<file path="config.mk">
export PLATFORM = sky130hd
export DESIGN_NAME = dwa_encoder_flat
export DESIGN_NICKNAME = d
export VERILOG_FILES = /design/src/rtl/dem_pkg.sv /design/src/rtl/dwa_encoder_if.sv /design/src/rtl/dwa_rotator.sv /design/src/rtl/dwa_encoder.sv /design/src/flat_wrapper.sv
export SDC_FILE = /design/constraint.sdc
export NUM_CORES = 1
export LEC_CHECK = 0
export CAP_MARGIN = 25
export CORE_ASPECT_RATIO = 1.1
export CORE_MARGIN = 3
export CORE_UTILIZATION = 45
export CTS_CLUSTER_SIZE = 10
export DETAILED_ROUTE_END_ITERATION = 10
export PLACE_DENSITY = 0.74
export SYNTH_ARGS = -nofsm -noshare
export SYNTH_HDL_FRONTEND = slang
export SYNTH_SLANG_ARGS = --single-unit
</file>
<file path="constraint.sdc">
create_clock -name clk_i -period 2.75 [get_ports clk_i]
set_input_delay 0.55 -clock clk_i [delete_from_list [all_inputs] [get_ports clk_i]]
set_output_delay 0.55 -clock clk_i [all_outputs]
set_load 0.03 [all_outputs]
</file>
<file path="src/rtl/dem_pkg.sv">
// Shared constants, types and the thermometer helper for the DWA encoder.
package dem_pkg;

    localparam int CODE_WIDTH   = 3;
    localparam int NUM_ELEMENTS = 2 ** CODE_WIDTH;
    // The pointer addresses one of NUM_ELEMENTS elements, so it is as wide as the code.
    localparam int PTR_WIDTH    = CODE_WIDTH;

    typedef logic [CODE_WIDTH-1:0]   code_t;
    typedef logic [NUM_ELEMENTS-1:0] sel_t;
    typedef logic [PTR_WIDTH-1:0]    ptr_t;

    // Thermometer code: the lowest `code` bits set, starting at element 0.
    function automatic sel_t therm_encode(input code_t code);
        sel_t therm;
        therm = '0;
        for (int k = 0; k < NUM_ELEMENTS; k++) begin
            if (k < int'(code)) begin
                therm[k] = 1'b1;
            end
        end
        return therm;
    endfunction

endpackage : dem_pkg

</file>
<file path="src/rtl/dwa_encoder_if.sv">
// Quantizer-side code stream and DAC-side select vector of the DWA encoder.
interface dwa_encoder_if;
    import dem_pkg::*;

    code_t code_i;
    logic  valid_i;
    logic  dem_en_i;
    sel_t  sel_o;
    logic  valid_o;
    ptr_t  ptr_o;
    logic  wrap_o;

    // Upstream driver of codes; observes the select vector.
    modport master (
        output code_i, valid_i, dem_en_i,
        input  sel_o, valid_o, ptr_o, wrap_o
    );

    // The encoder itself.
    modport slave (
        input  code_i, valid_i, dem_en_i,
        output sel_o, valid_o, ptr_o, wrap_o
    );

endinterface : dwa_encoder_if

</file>
<file path="src/rtl/dwa_rotator.sv">
// Combinational DWA core: thermometer(code) rotated left by the pointer,
// plus the pointer advance and wrap detection. Bypass gives a plain
// thermometer and parks the pointer at element 0.
module dwa_rotator
    import dem_pkg::*;
(
    input  code_t code_i,
    input  ptr_t  ptr_i,
    input  logic  dem_en_i,
    output sel_t  sel_next_o,
    output ptr_t  ptr_next_o,
    output logic  wrap_o
);

    sel_t                      therm;
    logic [2*NUM_ELEMENTS-1:0] rot_dbl;
    logic [PTR_WIDTH:0]        ptr_sum;

    // Rotate and advance; the carry out of the widened sum is the wrap flag.
    always_comb begin
        // NOTE: every combinational output gets a default first so no path can infer a latch.
        sel_next_o = '0;
        ptr_next_o = '0;
        wrap_o     = 1'b0;

        therm   = therm_encode(code_i);
        // Shifting a doubled copy and keeping the upper half is a rotate-left by ptr_i.
        rot_dbl = {therm, therm} << ptr_i;
        ptr_sum = {1'b0, ptr_i} + {1'b0, code_i};

        if (dem_en_i) begin
            sel_next_o = rot_dbl[2*NUM_ELEMENTS-1:NUM_ELEMENTS];
            ptr_next_o = ptr_sum[PTR_WIDTH-1:0];
            wrap_o     = ptr_sum[PTR_WIDTH];
        end else begin
            sel_next_o = therm;
        end
    end

endmodule : dwa_rotator

</file>
<file path="src/rtl/dwa_encoder.sv">
// DWA element selector between the 3-bit quantizer and the unit-element DAC.
// One-cycle latency; holds the output registers, the rotation pointer and
// the valid/reset handling around the combinational rotator.
module dwa_encoder
    import dem_pkg::*;
(
    input  logic         clk_i,
    input  logic         rst_ni,
    dwa_encoder_if.slave bus
);

    sel_t sel_q,   sel_d;
    ptr_t ptr_q,   ptr_d;
    logic valid_q, valid_d;
    logic wrap_q,  wrap_d;

    sel_t rot_sel;
    ptr_t rot_ptr;
    logic rot_wrap;

    dwa_rotator u_rotator (
        .code_i     (bus.code_i),
        .ptr_i      (ptr_q),
        .dem_en_i   (bus.dem_en_i),
        .sel_next_o (rot_sel),
        .ptr_next_o (rot_ptr),
        .wrap_o     (rot_wrap)
    );

    // Accept the rotator result only for a valid code; idle cycles hold the pointer.
    always_comb begin
        sel_d   = '0;
        ptr_d   = ptr_q;
        wrap_d  = 1'b0;
        valid_d = bus.valid_i;
        if (bus.valid_i) begin
            sel_d  = rot_sel;
            ptr_d  = rot_ptr;
            wrap_d = rot_wrap;
        end
    end

    // Output and pointer registers; synchronous reset drops any in-flight code.
    always_ff @(posedge clk_i) begin
        // NOTE: sequential state uses non-blocking assignments so all registers update together.
        if (!rst_ni) begin
            sel_q   <= '0;
            ptr_q   <= '0;
            valid_q <= 1'b0;
            wrap_q  <= 1'b0;
        end else begin
            sel_q   <= sel_d;
            ptr_q   <= ptr_d;
            valid_q <= valid_d;
            wrap_q  <= wrap_d;
        end
    end

    assign bus.sel_o   = sel_q;
    assign bus.valid_o = valid_q;
    assign bus.ptr_o   = ptr_q;
    assign bus.wrap_o  = wrap_q;

endmodule : dwa_encoder

</file>
<file path="src/flat_wrapper.sv">
// flat-port wrapper written by rule: the top's interface ports become plain ports
module dwa_encoder_flat import dem_pkg::*;
  (clk_i, rst_ni, bus_code_i, bus_valid_i, bus_dem_en_i, bus_sel_o, bus_valid_o, bus_ptr_o, bus_wrap_o);
  dwa_encoder_if bus_i ();
  input  logic clk_i;
  input  logic rst_ni;
  input wire logic [$bits(bus_i.code_i)-1:0] bus_code_i;
  input wire logic [$bits(bus_i.valid_i)-1:0] bus_valid_i;
  input wire logic [$bits(bus_i.dem_en_i)-1:0] bus_dem_en_i;
  output wire logic [$bits(bus_i.sel_o)-1:0] bus_sel_o;
  output wire logic [$bits(bus_i.valid_o)-1:0] bus_valid_o;
  output wire logic [$bits(bus_i.ptr_o)-1:0] bus_ptr_o;
  output wire logic [$bits(bus_i.wrap_o)-1:0] bus_wrap_o;
  assign bus_i.code_i = bus_code_i;
  assign bus_i.valid_i = bus_valid_i;
  assign bus_i.dem_en_i = bus_dem_en_i;
  assign bus_sel_o = bus_i.sel_o;
  assign bus_valid_o = bus_i.valid_o;
  assign bus_ptr_o = bus_i.ptr_o;
  assign bus_wrap_o = bus_i.wrap_o;
  dwa_encoder u_core (.clk_i(clk_i), .rst_ni(rst_ni), .bus(bus_i));
endmodule
</file>
== Yosys cells after proc, flatten, opt, wreduce, memory -nomap -nowiden ==
Index checks and enable logic that the tools add are counted.
W data, S select, Z words.

* Input port bits: 7
* Register bits: 13

* Reductions and logical operators: 2
* Muxes and demuxes: 9
* Shifts and indexed selects: 1
* $lt $le $gt $ge: 7
* $add $sub $neg: 1

{| class="wikitable"
|+ Operators by type and width
! operator !! number
|-
| $shl A15 B3 Y16 || 1
|-
| $lt A3 B3 Y1 const A || 3
|-
| $mux W1 || 7
|-
| $mux W7 || 1
|-
| $lt A1 B3 Y1 const A || 2
|-
| $lt A2 B3 Y1 const A || 2
|-
| $add A3 B3 Y4 || 1
|-
| $mux W3 || 1
|-
| $reduce_and A3 Y1 || 1
|-
| $reduce_and A2 Y1 || 1
|}

== Depth between registers and ports, before layout ==
* Depth after elaboration: 4
* Gate-level depth with buffers: 6
* Depth with buffers taken out: 6

== Cells and area by module ==
A second synthesis with hierarchy kept.

* Cells, all modules: 111
* Area total of the unflattened synthesis: 903.4 µm²

{| class="wikitable"
|+ By module, submodules not included
! module !! cells an instance !! area each (µm²) !! instances
|-
| dwa_rotator || 80 || 516.7 || 1
|-
| dwa_encoder || 31 || 386.6 || 1
|}

== Worst setup path after synthesis ==
No wires, ideal clock.

* Kind: flip-flop to flip-flop
* From: reg u_core.ptr_q[1], in the netlist u_core.bus.ptr_o[1]
* To: reg u_core.ptr_q[2], in the netlist u_core.bus.ptr_o[2]
* Path buffers: 1
* Stages on the path, launching flop included: 7
* Data arrival time: 1.570 ns
* Required time: 2.635 ns
* Clock period less this slack: 1.685 ns
* Path slack: 1.065 ns
* Cells stage by stage: dfxtp_1 > buf_6 > inv_1 > fa_1 > xor2_1 > o22ai_1 > and2_1

* Word-level cells in the longest chain between the ends: 2

{| class="wikitable"
|+ RTL lines
! element !! RTL line !! RTL
|-
| start, declared || dwa_encoder.sv:13 || <nowiki>ptr_t ptr_q, ptr_d;</nowiki>
|-
| start signal, assigned || dwa_encoder.sv:53 || <nowiki>ptr_q <= ptr_d;</nowiki>
|-
| $add A3 B3 Y4 || dwa_rotator.sv:29 || <nowiki>ptr_sum = {1'b0, ptr_i} + {1'b0, code_i};</nowiki>
|-
| $mux W3 || dwa_rotator.sv:31 || <nowiki>if (dem_en_i) begin</nowiki>
|}

Every way passes these cells.
A chain may end at the register's enable or synchronous reset.

== Worst setup path after layout ==
* From: reg u_core.ptr_q[2], in the netlist u_core.bus.ptr_o[2]
* To: out bus_ptr_o[2]

{| class="wikitable"
|+ RTL lines
! element !! RTL line !! RTL
|-
| end, declared || flat_wrapper.sv:12 || <nowiki>output wire logic [$bits(bus_i.ptr_o)-1:0] bus_ptr_o;</nowiki>
|}

No word-level cell between the ends.

==> run metrics <==
GPL Wtd Cong roughly 0.85; Post-CTS Setup Inserts 0; placed cell area 998 um2; Hold-fix buffers, CTS 0; Worst Path Buf+Inv 1; Nets 132; post-synth net total 113; dpl hpwl 1330 um; CTS tree yes; min-delay worst type register to register; ant diodes 0; Worst-Skew Late Latency ~280 ps; largest cells by area after synthesis dfxtp_1 (32%), a21oi_1 (4.9%), ha_1 (4.6%), o21ai_0 (4.3%), nor2_1 (3.7%); sequential fraction of the synthesis area 0.318; Final TNS setup 0 ps; cell breakdown of the critical path clkdlybuf4s50_1; Remaining DRCs 0; Synth top area share 0.318; Avg Synthesized Cell Area 8.03 um2; synthesis-stage register bit count 13; Final Hold Vio Count 0; Synth area leader dfxtp_1; WS Path Type register to output port; Starting Density 0.502; Unique masters post-synth 39; vias ~820; DR vias/cell about 6; drt first pass iters 4; cell area after layout 0.00102 mm2; Least-Margin Pin Slew 492 ps; total CTS buffers 3; Worst setup EP type output port; outcome completed; area of the core around 0.0016 mm2; max-cap viol count 0; Cell Area, Synth just over 800 um2; fin crit period 2230 ps; Rows 15; Pins Over Slew Limit 0; CP required approximately 2200 ps; share of layout cells above drive strength 1 0.0750; Bufs on Longest Clock Path 2; Peak Freq ~450 MHz; die area roughly 0.0024 mm2; CTS clk-pin slew, worst paths approximately 80 ps; CP startpoint kind register; global route overflow 0; final count of negative-setup-slack endpoints 0; GRT Total Usage 0.185; Synthesis Warnings 0; crit-path max FO 15; clock root cell clkbuf_4; top_reg_cell synth dfxtp_1; die height just over 50 um; largest net degree at the start of global routing 16; RSZ-0062 raised after global routing false; fin crit share 0.811; Area Overhead vs Synth 25.0%; htree depth 1; Post-synth EDFFs 0; Worst EP arrival between 1500 and 2000 ps; post-CTS resize count 0; Post-DRT Antenna Nets 0; clk_skew 1.16 ps; antenna violations before repair 0; global-route wire length before repair about 3100 um; die extent in x 46.7 um; Slew Limit Headroom 0.671; DRT iter0 DRCs 22; leakage power around 0.00040 uW; wire per inst ~13 um; WL final ~1800 um; vias in the first global route about 700; Max VDD drop between 0.2 and 0.3 mV; Critical Path Slowest Stage Cell clkdlybuf4s50_1; Cells after Synth between 100 and 150; io pins 20; crit-path leading delay family buffers and inverters; pwr dens approximately 430 mW/mm2; Async S/R FF share, synth 0; placed cells approximately 130; Port Buffers 19; TritonCTS Sinks 13; final cell count without fillers approximately 140; CP max stage delay ~770 ps
stage by stage:
stage / total power, uW / setup WS, ps / hold slack (ps) / util
6_report: 440 / 520 / 652 / 0.628
5_1_grt: 470 / 428 / 720 / 0.628
4_1_cts: 446 / 510 / 659 / 0.628
3_5_place_dp: 325 / 376 / 641 / 0.611
3_3_place_gp: 323 / 425 / 644 / 0.611
2_1_floorplan: 287 / 1070 / 672 / -
power breakdown:
group,switching [uW],leakage [uW],internal (uW)
Clock,62.9,0.0000150,56.4
Combinational,64.6,0.000276,50.2
Sequential,9.24,0.000106,197
Total,137,0.000397,303
synth_stat cells, types with 3 or more instances:
cell type / number
o21ai_1: 3
nand3_1: 3
inv_1: 5
nand2_1: 7
ha_1: 3
nor2_1: 8
a31oi_1: 3
dfxtp_1: 13
a21oi_1: 8
buf_2: 5
o21ai_0: 7
final timing paths:
kind                       startpoint                  end  slack, ps  cells past startpoint
setup reg to reg  u_core.bus.ptr_o[1]  u_core.bus.ptr_o[2]       1070                      5
hold reg to reg   u_core.bus.ptr_o[0]  u_core.bus.ptr_o[0]        650                      2
setup / recovery  u_core.bus.ptr_o[2]         bus_ptr_o[2]        520                      1
hold / removal    u_core.bus.ptr_o[0]  u_core.bus.ptr_o[0]        650                      2
layer usage:
layer | part of all wire | up-vias | track usage
met5 | 0 | - | 0
met4 | 0.017 | 0 | 0.111
met3 | 0.090 | 4 | 0.0358
met2 | 0.47 | 37 | 0.291
met1 | 0.42 | 372 | 0.223
li1 | - | 404 | -
tightest hold or removal path: cells and delay by family, from the launching register on:
family	cells	cell delay (ps)
compound gates	1	70
simple gates	1	110
flops	1	420
cells in the final DEF, fill, tap and decap left out, types with 3 or more instances in the layout:
| master | netlist | layout |
|---|---|---|
| inv_1 | 5 | 5 |
| nand2_1 | 7 | 7 |
| a21oi_1 | 8 | 8 |
| nor2_1 | 8 | 8 |
| dfxtp_1 | 13 | 13 |
| a31oi_1 | 3 | 3 |
| o21ai_0 | 7 | 7 |
| o21ai_1 | 3 | 3 |
| clkbuf_4 | 0 | 3 |
| nand3_1 | 3 | 3 |
| buf_4 | 1 | 3 |
| clkdlybuf4s50_1 | 0 | 19 |
| ha_1 | 3 | 3 |
flip-flops by register name, summed over array words and instances (netlist names):
| signal | flops |
|---|---|
| u_core.bus.sel_o | 8 |
| u_core.bus.valid_o | 1 |
| u_core.bus.wrap_o | 1 |
| u_core.bus.ptr_o | 3 |
cells by family (layout without fill, tap and decap cells):
kind of cell / Yosys count / after routing / share of synthesized area
adders and majority gates: 5 / 5 / 0.0824
xor gates and xnor gates: 1 / 1 / 0.0107
DFF: 13 / 13 / 0.318
and+or+nand+nor: 30 / 30 / 0.185
buffers and inverters: 14 / 32 / 0.0947
AOI/OAI and AO/OA: 39 / 39 / 0.310
final cells by class:
type	count	area [um2]
well taps	17	21.3
multi-input cells	75	482
repair buffers	22	213
clock buffers	4	26.3
fillers	137	608
flip-flops and latches	13	260
inverters	6	22.5
No activity file was read; power rests on OpenSTA's default activity.
==> edit 1 (same settings) <==
Change the package constant `CODE_WIDTH` from 3 to 4.
--- a/src/rtl/dem_pkg.sv
+++ b/src/rtl/dem_pkg.sv
@@ -2,5 +2,5 @@
 package dem_pkg;
 
-    localparam int CODE_WIDTH   = 3;
+    localparam int CODE_WIDTH   = 4;
     localparam int NUM_ELEMENTS = 2 ** CODE_WIDTH;
     // The pointer addresses one of NUM_ELEMENTS elements, so it is as wide as the code.
Interface: changed (resized bus_code_i, bus_ptr_o and bus_sel_o); port bits go from 20 to 30. The function was not compared with the original's and may differ.
==> edit 1 against the original RTL <==
- design area increased by 96%
- power increased by 81%
- routed wire length increased by 150%
- highest routed layer unchanged
- area after synthesis increased by 98%
- setup slack got worse by 0.20 ns
- sequential share of layout area decreased by 3.4 points
- final cell count increased by 110%
- sequential cell count increased by 9
==> edit 1: results (changes against the original RTL) <==
Route
  • Vias per inst: 6.04 (+1.3%)
  • Routed WL: 4440 um (+150%)
  • First-pass detailed-route iteration total: 6 (+2)
  • DR iter-0 viols: 111 (+400%)

CTS
  • Clock Path Buffers: 2 (unchanged)
  • Postcts setup bufs: 0 (unchanged)
  • Reg clk slew, reported paths: 0.13 ns (+0.05 ns)
  • Post-CTS Resized: 0 (unchanged)
  • Root Buffer: clkbuf_4
  • Worst skew pair latency: 0.31 ns (+0.03 ns)
  • TritonCTS buffer count: 3 (unchanged)
  • H-tree depth: 1 (unchanged)

Finish
  • Largest register FFs: 16 (+8)
  • N_diodes: 0 (unchanged)
  • Share of post-route cells with drive strength above 1: 12.7% (+5.2 points)
  • Final #Nets: 259 (+96%)

Placed design
  • Hpwl dp: 3180 um (+140%)
  • Placer congestion estimate: 0.912 (+7.4%)
  • Buffers added on ports: 29 (+10)

Yosys
  • Synth unique cells: 52 (+33%)
  • Synthesized net count: 232 (+110%)
  • Area contributors post-synth: dfxtp_1, a21oi_1, o21ai_0, nand2_1, ha_1
  • Synthesis Warnings: 0 (unchanged)
  • Share of synthesized registers carrying an async set or reset: 0% (unchanged)
  • Register area share after synthesis: 27.1% (-4.7 points)
  • Post-synth top cells: nand2_1, a21oi_1, dfxtp_1

Global route
  • Number of antenna violations at the first check in global routing: 0 (unchanged)
  • First-pass GRT wire length: 7580 um (+140%)
  • Vias in the first global route: 1659 (+140%)
  • Largest net degree at the start of global routing: 28 (+12)
  • Overall global routing resource usage: 20.8% (+2.4 points)

Worst hold path
  • Min-Delay Path Class: flip-flop to flip-flop
  • Worst Hold Depth: 2 (unchanged)

Power and ir drop
  • VDD IR max: 0.000172 V (-40%)
  • Static leakage: 0.773 nW (+94%)

Timing
  • Worst clock skew: 0.00648 ns (+0.00533 ns)
  • Final hold viol count: 0 (unchanged)
  • Slew Limit Headroom: 55.9% (-11 points)

Setup path
  • CP delay by family, top: buffers and inverters
  • Length in cells of the worst reg-to-reg path: 6 (+1)
  • Critical-path top delay cell: clkdlybuf4s50_1
  • Critical Path AT: 1.88 ns (+0.20 ns)
  • Worst-path fanout max: 16 (+1)
  • Largest stage delay, worst path: 0.80 ns (+0.03 ns)

Job
  • MaxCap Viol Count: 0 (unchanged)

Status
  • Outcome: completed
[edit 1: cell types whose count changed after synthesis, sizes merged, moves of 4 or more]
cell / unedited run / this run
o21ai: 11 / 32
nand2: 7 / 24
a21oi: 9 / 23
dfxtp: 13 / 22
clkbuf: 0 / 8
nor2: 8 / 14
nor3: 2 / 8
buf: 8 / 13
o22ai: 2 / 7
mux2i: 0 / 4
[edit 1: cell type report]
| type | instances | area, um^2 |
|---|---|---|
| flip-flops and latches | 22 | 440 |
| fillers | 357 | 1410 |
| clock buffers | 4 | 36.3 |
| multi-input cells | 169 | 1050 |
| well taps | 48 | 60.1 |
| repair buffers | 43 | 395 |
| inverters | 7 | 26.3 |
[edit 1: stage by stage]
step | area, um^2 | total power [mW] | instances | hold slack [ns] | worst slack, ns
after CTS | 2000 | 0.803 | 293 | 0.701 | 0.304
after detailed placement | 1970 | 0.615 | 289 | 0.678 | 0.236
after global placement | 1970 | 0.612 | 289 | 0.651 | 0.298
after floorplan | 1630 | 0.534 | 219 | 0.672 | 0.965
final | 2000 | 0.796 | 293 | 0.697 | 0.318
after global routing | 2000 | 0.845 | 293 | 0.740 | 0.210
[edit 1: logic make-up (layout without fill, tap and decap cells)]
kind of cell | after synthesis | count (layout) | share of synthesized area [%]
compound gates | 92 | 92 | 36.6
simple gates | 64 | 64 | 18.5
buf+inv | 28 | 54 | 8.62
flops | 22 | 22 | 27.1
fa+ha+maj | 7 | 7 | 5.69
mux | 4 | 4 | 2.46
xor+xnor | 2 | 2 | 1.08
[edit 1: worst paths after layout]
path	slack (ns)	endpoint	startpoint
hold reg to reg	0.70	u_core.bus.ptr_o[0]	u_core.bus.ptr_o[0]
hold / removal	0.70	u_core.bus.ptr_o[0]	u_core.bus.ptr_o[0]
setup / recovery	0.32	bus_ptr_o[1]	u_core.bus.ptr_o[1]
setup reg to reg	0.62	u_core.bus.sel_o[5]	u_core.bus.ptr_o[1]
[edit 1: where the power goes]
group          switching, mW  leakage, nW  internal [mW]
clock                  0.105       0.0210         0.0808
sequential            0.0125        0.180          0.335
combinational          0.156        0.572          0.107
total                  0.274        0.773          0.523
[edit 1: layer usage]
metal  part of all wire (%)  vias to the layer above  track usage (%)
met5                      0                        -                0
met4                    1.6                        0             10.8
met3                    8.4                        9             3.58
met2                     47                       94             32.7
met1                     42                      810             27.0
li1                       -                      857                -
==> edit 2 (config.mk and constraints unchanged) <==
Without the edit above. Reset style: asynchronous (`rst_ni`), changed in one clocked block. Comments in the files are not updated.
--- a/src/rtl/dwa_encoder.sv
+++ b/src/rtl/dwa_encoder.sv
@@ -42,5 +42,5 @@
 
     // Output and pointer registers; synchronous reset drops any in-flight code.
-    always_ff @(posedge clk_i) begin
+    always_ff @(posedge clk_i or negedge rst_ni) begin
         // NOTE: sequential state uses non-blocking assignments so all registers update together.
         if (!rst_ni) begin
Check against the original RTL: differs if rst_ni is asserted again (counterexample within 4 cycles, from zero or initial values and one cycle with rst_ni low); with rst_ni held inactive, the same outputs for 10 cycles.
==> edit 2 against the original RTL <==
- area after synthesis up 9.9%
- final cell count up 10%
- first-iteration DRC count unchanged
- setup slack better by 0.25 ns
- sequential cell count unchanged
- design area up 9.3%
- routed wire length up 20%
- largest cell class unchanged
Power is not compared: it rests on default switching activity, and its combinational part moved more than twofold at a synthesized area within 25%.
==> edit 2: results (changes against the original RTL) <==
Status
  • Outcome: completed

Power and ir drop
  • Total power: between 0.6 and 0.7 mW

Yosys
  • Post-synthesis xor/xnor area fraction: 0.972% (-0.096 points)
  • Post-synth top cells: dfrtp_1, nand2_1, a21oi_1
  • Synthesized net count: 117 (+3.5%)
  • Compound-Gate Fraction of Synth Area: 28.8% (-2.2 points)
  • Synth Instances: 106 (+3.9%)
  • Share of synthesized registers carrying an async set or reset: 100% (+100 points)
  • Synth unique cells: 35 (-10%)
  • Post-Synth Adder-Cell Area: 6.39% (-1.9 points)

Placed design
  • Placer congestion estimate: 0.825 (-2.9%)
  • Hpwl dp: 1510 um (+13%)
  • Post-placement cell area: 1090 um^2 (+9.5%)
  • Inst Count DP: 147 (+11%)

Finish
  • Share of post-route cells with drive strength above 1: 9.68% (+2.2 points)
  • Final #Nets: 136 (+3.0%)

Setup path
  • Worst-path fanout max: 13 (-2)
  • Critical Path AT: 2.15 ns (+0.47 ns)
  • FF-to-FF End: u_core.bus.ptr_o[2]
  • FF-to-FF setup slack: 1.16 ns (+0.09 ns)
  • Worst R2R Start: u_core.bus.ptr_o[0]

Global route
  • Global Route met1 Usage: 24.3% (+2.0 points)
  • Vias in the first global route: 793 (+13%)
  • Global-route met3 utilization: 4.79% (+1.2 points)
  • First-pass GRT wire length: 3710 um (+19%)

Timing
  • Slew Limit Headroom: 60.3% (-6.8 points)
  • Worst clock skew: 0.00346 ns (+0.00231 ns)

Route
  • Vias per inst: 5.73 (-3.9%)
  • Met3 wire length: 128 um (-21%)
  • WL met2: 1010 um (+18%)

Worst hold path
  • Min-Delay Path Class: primary input to asynchronous set/reset pin
edit 2: changes by cell type after synthesis, sizes merged, moves of 3 or more:
cell / delta
nor2: -3
and2: -3
dfrtp: +13
nand2: +5
dfxtp: -13
edit 2: cell type report:
class | count | area, um^2
timing repair buffer | 25 | 235
inverter | 4 | 15.0
tap | 27 | 33.8
clock buffer | 4 | 26.3
multi-input combinational | 78 | 484
fill | 173 | 722
sequential | 13 | 325
edit 2: how the worst max path moves through the flow:
stage	startpoint	end	slack, ns	cells after the start
2_1_floorplan	u_core.bus.ptr_o[0]	u_core.bus.ptr_o[2]	1.22	4
3_3_place_gp	bus_code_i[0]	u_core.bus.ptr_o[1]	0.52	5
3_5_place_dp	bus_code_i[0]	u_core.bus.ptr_o[2]	0.46	5
4_1_cts	bus_code_i[0]	u_core.bus.ptr_o[2]	0.78	5
5_1_grt	bus_code_i[0]	u_core.bus.ptr_o[1]	0.64	5
6_report	bus_code_i[0]	u_core.bus.ptr_o[1]	0.77	5
